--- src/rtl/ps2_pkg.sv ---
// Shared types and constants for the PS/2 scan-code receiver.
package ps2_pkg;

    typedef enum logic [1:0] {
        IDLE   = 2'd0,
        DATA   = 2'd1,
        PARITY = 2'd2,
        STOP   = 2'd3
    } ps2_state_e;

    localparam logic [7:0] PS2_BREAK      = 8'hF0;
    localparam logic [7:0] PS2_EXT        = 8'hE0;
    localparam int         PS2_FRAME_BITS = 11;
    localparam int         PS2_SYNC_MIN   = 2;

    // Odd parity over data+parity, and the stop bit must be high.
    function automatic logic frame_good(input logic [7:0] d, input logic p, input logic stop);
        return (^{d, p}) & stop;
    endfunction

endpackage

--- src/rtl/ps2_scan_rx_if.sv ---
// PS/2 line pair: the device side drives both lines, the receiver only observes them.
interface ps2_scan_rx_if;
    logic ps2_clk;
    logic ps2_dat;

    modport master (output ps2_clk, output ps2_dat);
    modport slave  (input  ps2_clk, input  ps2_dat);
endinterface

--- src/rtl/ps2_sync_edge.sv ---
// Synchronises raw PS/2 clock/data and flags PS/2 clock falling edges.
// Latency: fall_o rises SYNC_STAGES+1 cycles after the pin falls.
// Backpressure: none, free-running strobe.
module ps2_sync_edge
    import ps2_pkg::*;
#(
    parameter int SYNC_STAGES = 2
) (
    input  logic         clk_i,
    input  logic         rst_i,
    ps2_scan_rx_if.slave pins,
    output logic         dat_o,
    output logic         fall_o
);
    localparam int N = (SYNC_STAGES < PS2_SYNC_MIN) ? PS2_SYNC_MIN : SYNC_STAGES;

    logic [N-1:0] clk_sync_q;
    logic [N-1:0] dat_sync_q;
    logic         clk_prev_q;
    logic         fall_q;

    // Flops reset high so an idle bus never produces a spurious edge.
    always_ff @(posedge clk_i) begin
        if (rst_i) begin
            clk_sync_q <= '1;
            dat_sync_q <= '1;
            clk_prev_q <= 1'b1;
            fall_q     <= 1'b0;
        end else begin
            clk_sync_q <= {clk_sync_q[N-2:0], pins.ps2_clk};
            dat_sync_q <= {dat_sync_q[N-2:0], pins.ps2_dat};
            clk_prev_q <= clk_sync_q[N-1];
            fall_q     <= clk_prev_q & ~clk_sync_q[N-1];
        end
    end

    assign dat_o  = dat_sync_q[N-1];
    assign fall_o = fall_q;

endmodule

--- src/rtl/ps2_scan_rx.sv ---
// PS/2 keyboard receiver: frames 11-bit packets, checks parity/stop, decodes F0/E0 prefixes.
// Latency: outputs update the cycle after the stop-bit edge is detected.
// Backpressure: none, results are pulses and held registers.
module ps2_scan_rx
    import ps2_pkg::*;
#(
    parameter int SYNC_STAGES = 2,
    parameter int TIMEOUT_CYC = 50000
) (
    input  logic       iCLK,
    input  logic       iRST,
    input  logic       iPS2_CLK,
    input  logic       iPS2_DAT,
    output logic [7:0] oSCAN,
    output logic       oVALID,
    output logic       oERR,
    output logic [7:0] oKEY,
    output logic       oKEY_VALID,
    output logic       oBREAK,
    output logic       oEXT
);
    localparam int            TW        = $clog2(TIMEOUT_CYC + 1);
    localparam logic [TW-1:0] TO_LAST   = TW'(TIMEOUT_CYC - 1);
    localparam int            DATA_BITS = PS2_FRAME_BITS - 3;
    localparam logic [2:0]    BIT_LAST  = 3'(DATA_BITS - 1);

    ps2_scan_rx_if pins ();
    assign pins.ps2_clk = iPS2_CLK;
    assign pins.ps2_dat = iPS2_DAT;

    logic dat_s;
    logic fall_s;

    ps2_sync_edge #(.SYNC_STAGES(SYNC_STAGES)) u_sync (
        .clk_i  (iCLK),
        .rst_i  (iRST),
        .pins   (pins),
        .dat_o  (dat_s),
        .fall_o (fall_s)
    );

    ps2_state_e    state_q,    state_d;
    logic [2:0]    bitcnt_q,   bitcnt_d;
    logic [7:0]    shift_q,    shift_d;
    logic          par_q,      par_d;
    logic [TW-1:0] tmo_q,      tmo_d;
    logic          brk_pend_q, brk_pend_d;
    logic          ext_pend_q, ext_pend_d;
    logic [7:0]    scan_q,     scan_d;
    logic [7:0]    key_q,      key_d;
    logic          vld_q,      vld_d;
    logic          err_q,      err_d;
    logic          kvld_q,     kvld_d;
    logic          brk_q,      brk_d;
    logic          ext_q,      ext_d;

    always_comb begin
        state_d    = state_q;
        bitcnt_d   = bitcnt_q;
        shift_d    = shift_q;
        par_d      = par_q;
        tmo_d      = tmo_q;
        brk_pend_d = brk_pend_q;
        ext_pend_d = ext_pend_q;
        scan_d     = scan_q;
        key_d      = key_q;
        brk_d      = brk_q;
        ext_d      = ext_q;
        vld_d      = 1'b0;
        err_d      = 1'b0;
        kvld_d     = 1'b0;

        if (fall_s) begin
            case (state_q)
                IDLE: begin
                    if (!dat_s) begin
                        state_d  = DATA;
                        bitcnt_d = 3'd0;
                    end
                end
                DATA: begin
                    shift_d  = {dat_s, shift_q[7:1]};
                    bitcnt_d = bitcnt_q + 3'd1;
                    if (bitcnt_q == BIT_LAST) begin
                        state_d = PARITY;
                    end
                end
                PARITY: begin
                    par_d   = dat_s;
                    state_d = STOP;
                end
                STOP: begin
                    state_d = IDLE;
                    if (frame_good(shift_q, par_q, dat_s)) begin
                        scan_d = shift_q;
                        vld_d  = 1'b1;
                        if (shift_q == PS2_BREAK) begin
                            brk_pend_d = 1'b1;
                        end else if (shift_q == PS2_EXT) begin
                            ext_pend_d = 1'b1;
                        end else begin
                            brk_d      = brk_pend_q;
                            ext_d      = ext_pend_q;
                            kvld_d     = 1'b1;
                            key_d      = brk_pend_q ? key_q : shift_q;
                            brk_pend_d = 1'b0;
                            ext_pend_d = 1'b0;
                        end
                    end else begin
                        err_d      = 1'b1;
                        brk_pend_d = 1'b0;
                        ext_pend_d = 1'b0;
                    end
                end
                default: state_d = IDLE;
            endcase
        end

        // An edge in the timeout cycle restarts the count instead of aborting.
        if (state_q == IDLE) begin
            tmo_d = '0;
        end else if (fall_s) begin
            tmo_d = '0;
        end else if (tmo_q == TO_LAST) begin
            state_d    = IDLE;
            err_d      = 1'b1;
            brk_pend_d = 1'b0;
            ext_pend_d = 1'b0;
            bitcnt_d   = 3'd0;
            tmo_d      = '0;
        end else begin
            tmo_d = tmo_q + 1'b1;
        end
    end

    always_ff @(posedge iCLK) begin
        if (iRST) begin
            state_q    <= IDLE;
            bitcnt_q   <= 3'd0;
            shift_q    <= 8'd0;
            par_q      <= 1'b0;
            tmo_q      <= '0;
            brk_pend_q <= 1'b0;
            ext_pend_q <= 1'b0;
            scan_q     <= 8'd0;
            key_q      <= 8'd0;
            vld_q      <= 1'b0;
            err_q      <= 1'b0;
            kvld_q     <= 1'b0;
            brk_q      <= 1'b0;
            ext_q      <= 1'b0;
        end else begin
            state_q    <= state_d;
            bitcnt_q   <= bitcnt_d;
            shift_q    <= shift_d;
            par_q      <= par_d;
            tmo_q      <= tmo_d;
            brk_pend_q <= brk_pend_d;
            ext_pend_q <= ext_pend_d;
            scan_q     <= scan_d;
            key_q      <= key_d;
            vld_q      <= vld_d;
            err_q      <= err_d;
            kvld_q     <= kvld_d;
            brk_q      <= brk_d;
            ext_q      <= ext_d;
        end
    end

    assign oSCAN      = scan_q;
    assign oVALID     = vld_q;
    assign oERR       = err_q;
    assign oKEY       = key_q;
    assign oKEY_VALID = kvld_q;
    assign oBREAK     = brk_q;
    assign oEXT       = ext_q;

endmodule

--- config.mk ---
export PLATFORM = sky130hd
export DESIGN_NAME = ps2_scan_rx
export DESIGN_NICKNAME = d
export VERILOG_FILES = /design/src/rtl/ps2_pkg.sv /design/src/rtl/ps2_scan_rx_if.sv /design/src/rtl/ps2_sync_edge.sv /design/src/rtl/ps2_scan_rx.sv
export SDC_FILE = /design/constraint.sdc
export NUM_CORES = 1
export LEC_CHECK = 0
export ABC_AREA = 1
export CAP_MARGIN = 20
export CORE_ASPECT_RATIO = 0.5
export CORE_MARGIN = 5
export CORE_UTILIZATION = 57
export DETAILED_ROUTE_END_ITERATION = 8
export PLACE_DENSITY = 0.85
export RECOVER_POWER = 100
export SYNTH_ARGS = -nofsm -noshare
export SYNTH_HDL_FRONTEND = slang
export SYNTH_HIERARCHICAL = 1
export SYNTH_SLANG_ARGS = --single-unit
--- constraint.sdc ---
create_clock -name iCLK -period 2.28 [get_ports iCLK]
set_clock_uncertainty 0.2 [all_clocks]
set_input_delay 0.684 -clock iCLK [delete_from_list [all_inputs] [get_ports iCLK]]
set_output_delay 0.684 -clock iCLK [all_outputs]
set_load 0.005 [all_outputs]
Yosys cells after proc, flatten, opt, wreduce, memory -nomap -nowiden
Cells that the tools add are included.
{ "totals": {"word_cells": 83, "in_bits": 4, "reg_bits": 59} }
{ "op_classes": {"n_reduce_logical": 10, "eq_ne": 7, "n_addsub": 2, "muxes": 37, "bitwise_logic": 9} }
{ "ops": {"columns": ["operator", "n"], "rows": [
  ["2-to-1 mux 1 bit", 24],
  ["adder 16 x 1 -> 16 bit, second input constant", 1],
  ["== test 16 bit, second input constant", 1],
  ["== test 8 bit, second input constant", 2],
  ["2-to-1 mux 3 bit", 5],
  ["2-to-1 mux 2 bit", 6],
  ["parity 9 bit", 1],
  ["one-hot mux 2 bit (4 select lines)", 1],
  ["inverter 1 bit", 7],
  ["one-hot mux 3 bit (2 select lines)", 1],
  ["AND reduction 6 bit", 1],
  ["AND reduction 5 bit", 1],
  ["OR reduction 5 bit", 1],
  ["== test 2 bit, second input constant", 2],
  ["AND reduction 2 bit", 2],
  ["OR reduction 4 bit", 1],
  ["adder 3 x 1 -> 3 bit, second input constant", 1],
  ["== test 3 bit, second input constant", 1],
  ["AND reduction 3 bit", 1],
  ["OR reduction 3 bit", 1],
  ["bitwise AND 1 bit", 2],
  ["== test 2 x 1 -> 1 bit, second input constant", 1],
  ["logical NOT 2 bit", 1]
]} }

Longest topological paths before layout
{ "logic_depth": {"ltp_word": 9, "ltp_mapped": 12} }

Hierarchy
The synthesis kept the hierarchy.
{ "modules_own_cells": {"columns": ["mod", "cells_each", "area_per_inst_um2", "n_inst"], "rows": [
  ["ps2_scan_rx", 365, 2549.9, 1],
  ["ps2_sync_edge", 14, 162.7, 1]
]} }

Least setup slack after synthesis
No wires, ideal clock.
{ "synth_timing": {"kind": "reg2reg", "startpoint": "reg tmo_q[0]", "endpoint": "reg tmo_q[8]", "period_less_slack_ps": 1726, "path_stages_with_launch": 10, "n_path_buf": 1, "arrival_ps": 1402, "required_time_ps": 1956, "setup_slack_ps": 554, "path_cell_list": "dfxtp_1 > ha_1 > nand2_1 > inv_1 > nand2_1 > nor2_1 > nand3_1 > nand3_1 > buf_2 > nor3_1"} }
{ "synth_via": {"elab_chain_cells": 2, "elab_cells_between_ends": 3, "classes_between": "add/sub (1); eq/ne (1); reduce/logical (1)"} }
{ "synth_rtl": {"columns": ["element", "line_no", "text"], "rows": [
  ["from (decl)", "ps2_scan_rx.sv:46", "logic [TW-1:0] tmo_q, tmo_d;"],
  ["from (signal assigned)", "ps2_scan_rx.sv:157", "tmo_q <= tmo_d;"],
  ["branches (longest 2 deep; another with adder 16 x 1 -> 16 bit)", null, null]
]} }
Several ways; the timed one is not identified.
A chain may end at the register's enable or synchronous reset.

Worst setup path in the final report
{ "layout_timing": {"startpoint": "reg key_q[4] (netlist: oKEY[4])", "endpoint": "out oKEY[4]"} }
{ "layout_rtl": {"columns": ["element", "line_no", "text"], "rows": [
  ["from (decl)", "ps2_scan_rx.sv:50", "logic [7:0] key_q, key_d;"],
  ["from (signal assigned)", "ps2_scan_rx.sv:161", "key_q <= key_d;"],
  ["to (decl)", "ps2_scan_rx.sv:17", "output logic [7:0] oKEY,"]
]} }
No word-level cell between the ends.

==> flow_metrics.tcl <==
set metrics [dict create \
    status "finished clean" \
    cts.path.max_buffers 2 \
    synth_warnings 6 \
    ctsHoldBuffers 0 \
    diodes 0 \
    crit_end "oKEY[4]" \
    route.vias.total 2523 \
    required_ns 1.40 \
    irDropWorstVdd_mv 0.3960 \
    avgSynthCellArea_um2 7.157 \
    cp-start-kind "flop" \
    finalHoldViolCount 0 \
    cts_tree "yes" \
    rsz0062_at_grt "false" \
    instances_no_fill 478 \
    setup_viol_count_final 0 \
    antenna_found_initial 0 \
    vias_per_cell 5.278 \
    port_buffers 24 \
    crit_family "buffers and inverters" \
    regToRegSetupSlack_ns 0.27 \
    ys_types 32 \
    core_region_area_um2 4488 \
    ant_nets 0 \
    synth-xor-area-share 0.01614 \
    final_common_cell "nand2_1" \
    arrival_ns 1.29 \
    dr.max_layer_used "met4" \
    max_freq_mhz 459.7 \
    cts_root_buffer "clkbuf_8" \
    grtUsageTotal 0.2018 \
    clk_pin_slew_ns 0.06 \
    die_w_um 107.6 \
    drt_first_iter_violations 145 \
    rr_startpoint "shift_q[5]" \
    cp-end-kind "output port" \
    critPathKind "reg -> out" \
    wl_met2_mm 2.900 \
    dp_slack_ns 0.1040 \
    p_leak_nw 1.340 \
    max_slew.worst_pin.slew_ns 0.4226 \
    min-delay-start "u_sync/dat_sync_q[0]" \
    synthFlopType "dfxtp_1" \
    worstSkewPairLatency_ns 0.33 \
    fin_crit_sh 0.9540 \
    slowest_delay_ns 0.62 \
    syn2layout_area_growth_pct 16.61 \
    die_h_um 58.78 \
    initial_core_util 0.6044 \
    io-pin-count 25 \
    synth_fp_nets 386 \
    syn-cell-area_um2 2713 \
    dpl.hpwl_mm 4.355 \
    dieArea_um2 6322 \
    cts_sinks 59 \
    cp.depth 1 \
    drt-wirelength-per-cell_um 12.42 \
    dr_wl_met3_um 339 \
    drive_gt1_frac 0.06796 \
    synth_top_family_by_area "simple AND/OR/NAND/NOR gates" \
    gp_congestion 0.9104 \
    r2r.worst_path.cells 11 \
    rows 17 \
    post-route-util 0.7048 \
    ctsResizeCount 0 \
    synth_cells 379 \
    critPathBufInv 1 \
    cts_setup_buffers 0 \
    routed_wl_mm 5.939 \
    worst_hold_slack_ns 0.2055 \
    ys_async_sr_fraction 0 \
    grt_pass1_wl_mm 10.07 \
    dp_cells 465 \
    grt_max_degree 19 \
    synth_compound_area_frac 0.07657 \
    ys_ff_latch 59 \
    path_cells "dlygate4sd3_1" \
    power_density_nw_per_um2 581.2 \
    n_fill_cell 363 \
    dr.pass1.iters 5 \
    cpMaxStageDelayCell "dlygate4sd3_1" \
    synthAdderAreaFrac 0.01384 \
    worstPathMaxFanout 2 \
    mostFrequentLayoutCells "nand2_1, nor2_1, dfxtp_1" \
    layout_setup_ws_ns 0.1048 \
    slew_headroom 0.7174 \
    cts-htree-levels 3 \
    nets 417 \
    r2r-end "oSCAN[0]" \
    startpoint "oKEY[4]" \
    period_needed_ns 2.175 \
    gr-total-overflow 0 \
    synth_seq_area_share 0.4354 \
    slew_violations 0 \
    drv_cap 0 \
    tns_ns 0 \
    drcViolationCount 0 \
    synth_mux_area_frac 0 \
    cts_buffers 9 \
    synth-simple-area-share 0.3778 \
    grt_pass1_vias 2362 \
    hold_path.class "reg -> reg" \
    synth-edff-count 0 \
    wl_met1_mm 2.647 \
]
==> through the flow <==
step                total power [mW]  instance area, um^2
floorplan                      1.088                 2713
global route                   1.903                 3163
detailed placement             1.104                 3037
global placement               1.103                 3037
CTS                            1.853                 3186
finish                         1.838                 3163
==> routing by layer <==
layer | GRT usage | vias to the layer above
li1 | - | 1303
met1 | 0.2195 | 1140
met2 | 0.3631 | 74
met3 | 0.07448 | 6
met4 | 0.08094 | 0
met5 | 0 | -
==> where the power goes <==
group / internal (mW) / switching, mW
clock: 0.407 / 0.351
sequential: 1.04 / 0.00345
combinational: 0.0161 / 0.0249
==> synth_stat cells (2+ instances only) <==
library cell | count | area share
nor3_1 | 13 | 0.024
xor2_1 | 3 | 0.0097
or2_1 | 5 | 0.012
o211ai_1 | 3 | 0.0083
clkbuf_1 | 6 | 0.0083
o21ai_0 | 11 | 0.020
ha_1 | 3 | 0.014
a21oi_1 | 22 | 0.041
buf_2 | 5 | 0.0092
nor4_1 | 3 | 0.0069
nand2_1 | 80 | 0.11
nor3b_1 | 2 | 0.0055
inv_4 | 2 | 0.0046
inv_1 | 36 | 0.050
nand3_1 | 19 | 0.035
dfxtp_1 | 59 | 0.44
nor2_1 | 64 | 0.089
nand4_1 | 25 | 0.058
a31oi_1 | 2 | 0.0046
xnor2_1 | 2 | 0.0065
inv_2 | 3 | 0.0042
==> final cells by class <==
class                   count  area [um^2]  share of cell area
clock buffers              13        148.9             0.04707
flip-flops and latches     59         1181              0.3734
repair buffers             32        290.3             0.09177
multi-input cells         267         1301              0.4114
well taps                  66        82.58             0.02611
inverters                  41        158.9             0.05024
==> logic make-up (layout without fill, tap and decap cells) <==
group	Yosys count	after routing
buffers and inverters	53	86
AO/OA/AOI/OAI	39	39
XOR/XNOR	5	5
flip-flops	59	59
AND/OR/NAND/NOR	220	220
adder cells (fa/ha/maj)	3	3
==> registers in the layout, indices dropped and copies added (netlist names), 2 cells and up <==
| register | count |
|---|---|
| u_sync/dat_sync_q | 2 |
| state_q | 2 |
| shift_q | 8 |
| bitcnt_q | 3 |
| u_sync/clk_sync_q | 2 |
| oKEY | 8 |
| oSCAN | 8 |
| tmo_q | 16 |
==> how the worst min path moves through the flow <==
stage / endpoint / slack [ns] / cells after the start
after floorplan: u_sync/clk_sync_q[1] / 0.18 / 1
after global placement: u_sync/dat_sync_q[1] / 0.19 / 1
after detailed placement: u_sync/dat_sync_q[1] / 0.19 / 1
after CTS: u_sync/dat_sync_q[1] / 0.21 / 1
after global routing: u_sync/clk_sync_q[1] / 0.23 / 1
final: u_sync/dat_sync_q[1] / 0.21 / 1
Note: power is estimated with default switching activity, not from simulation.
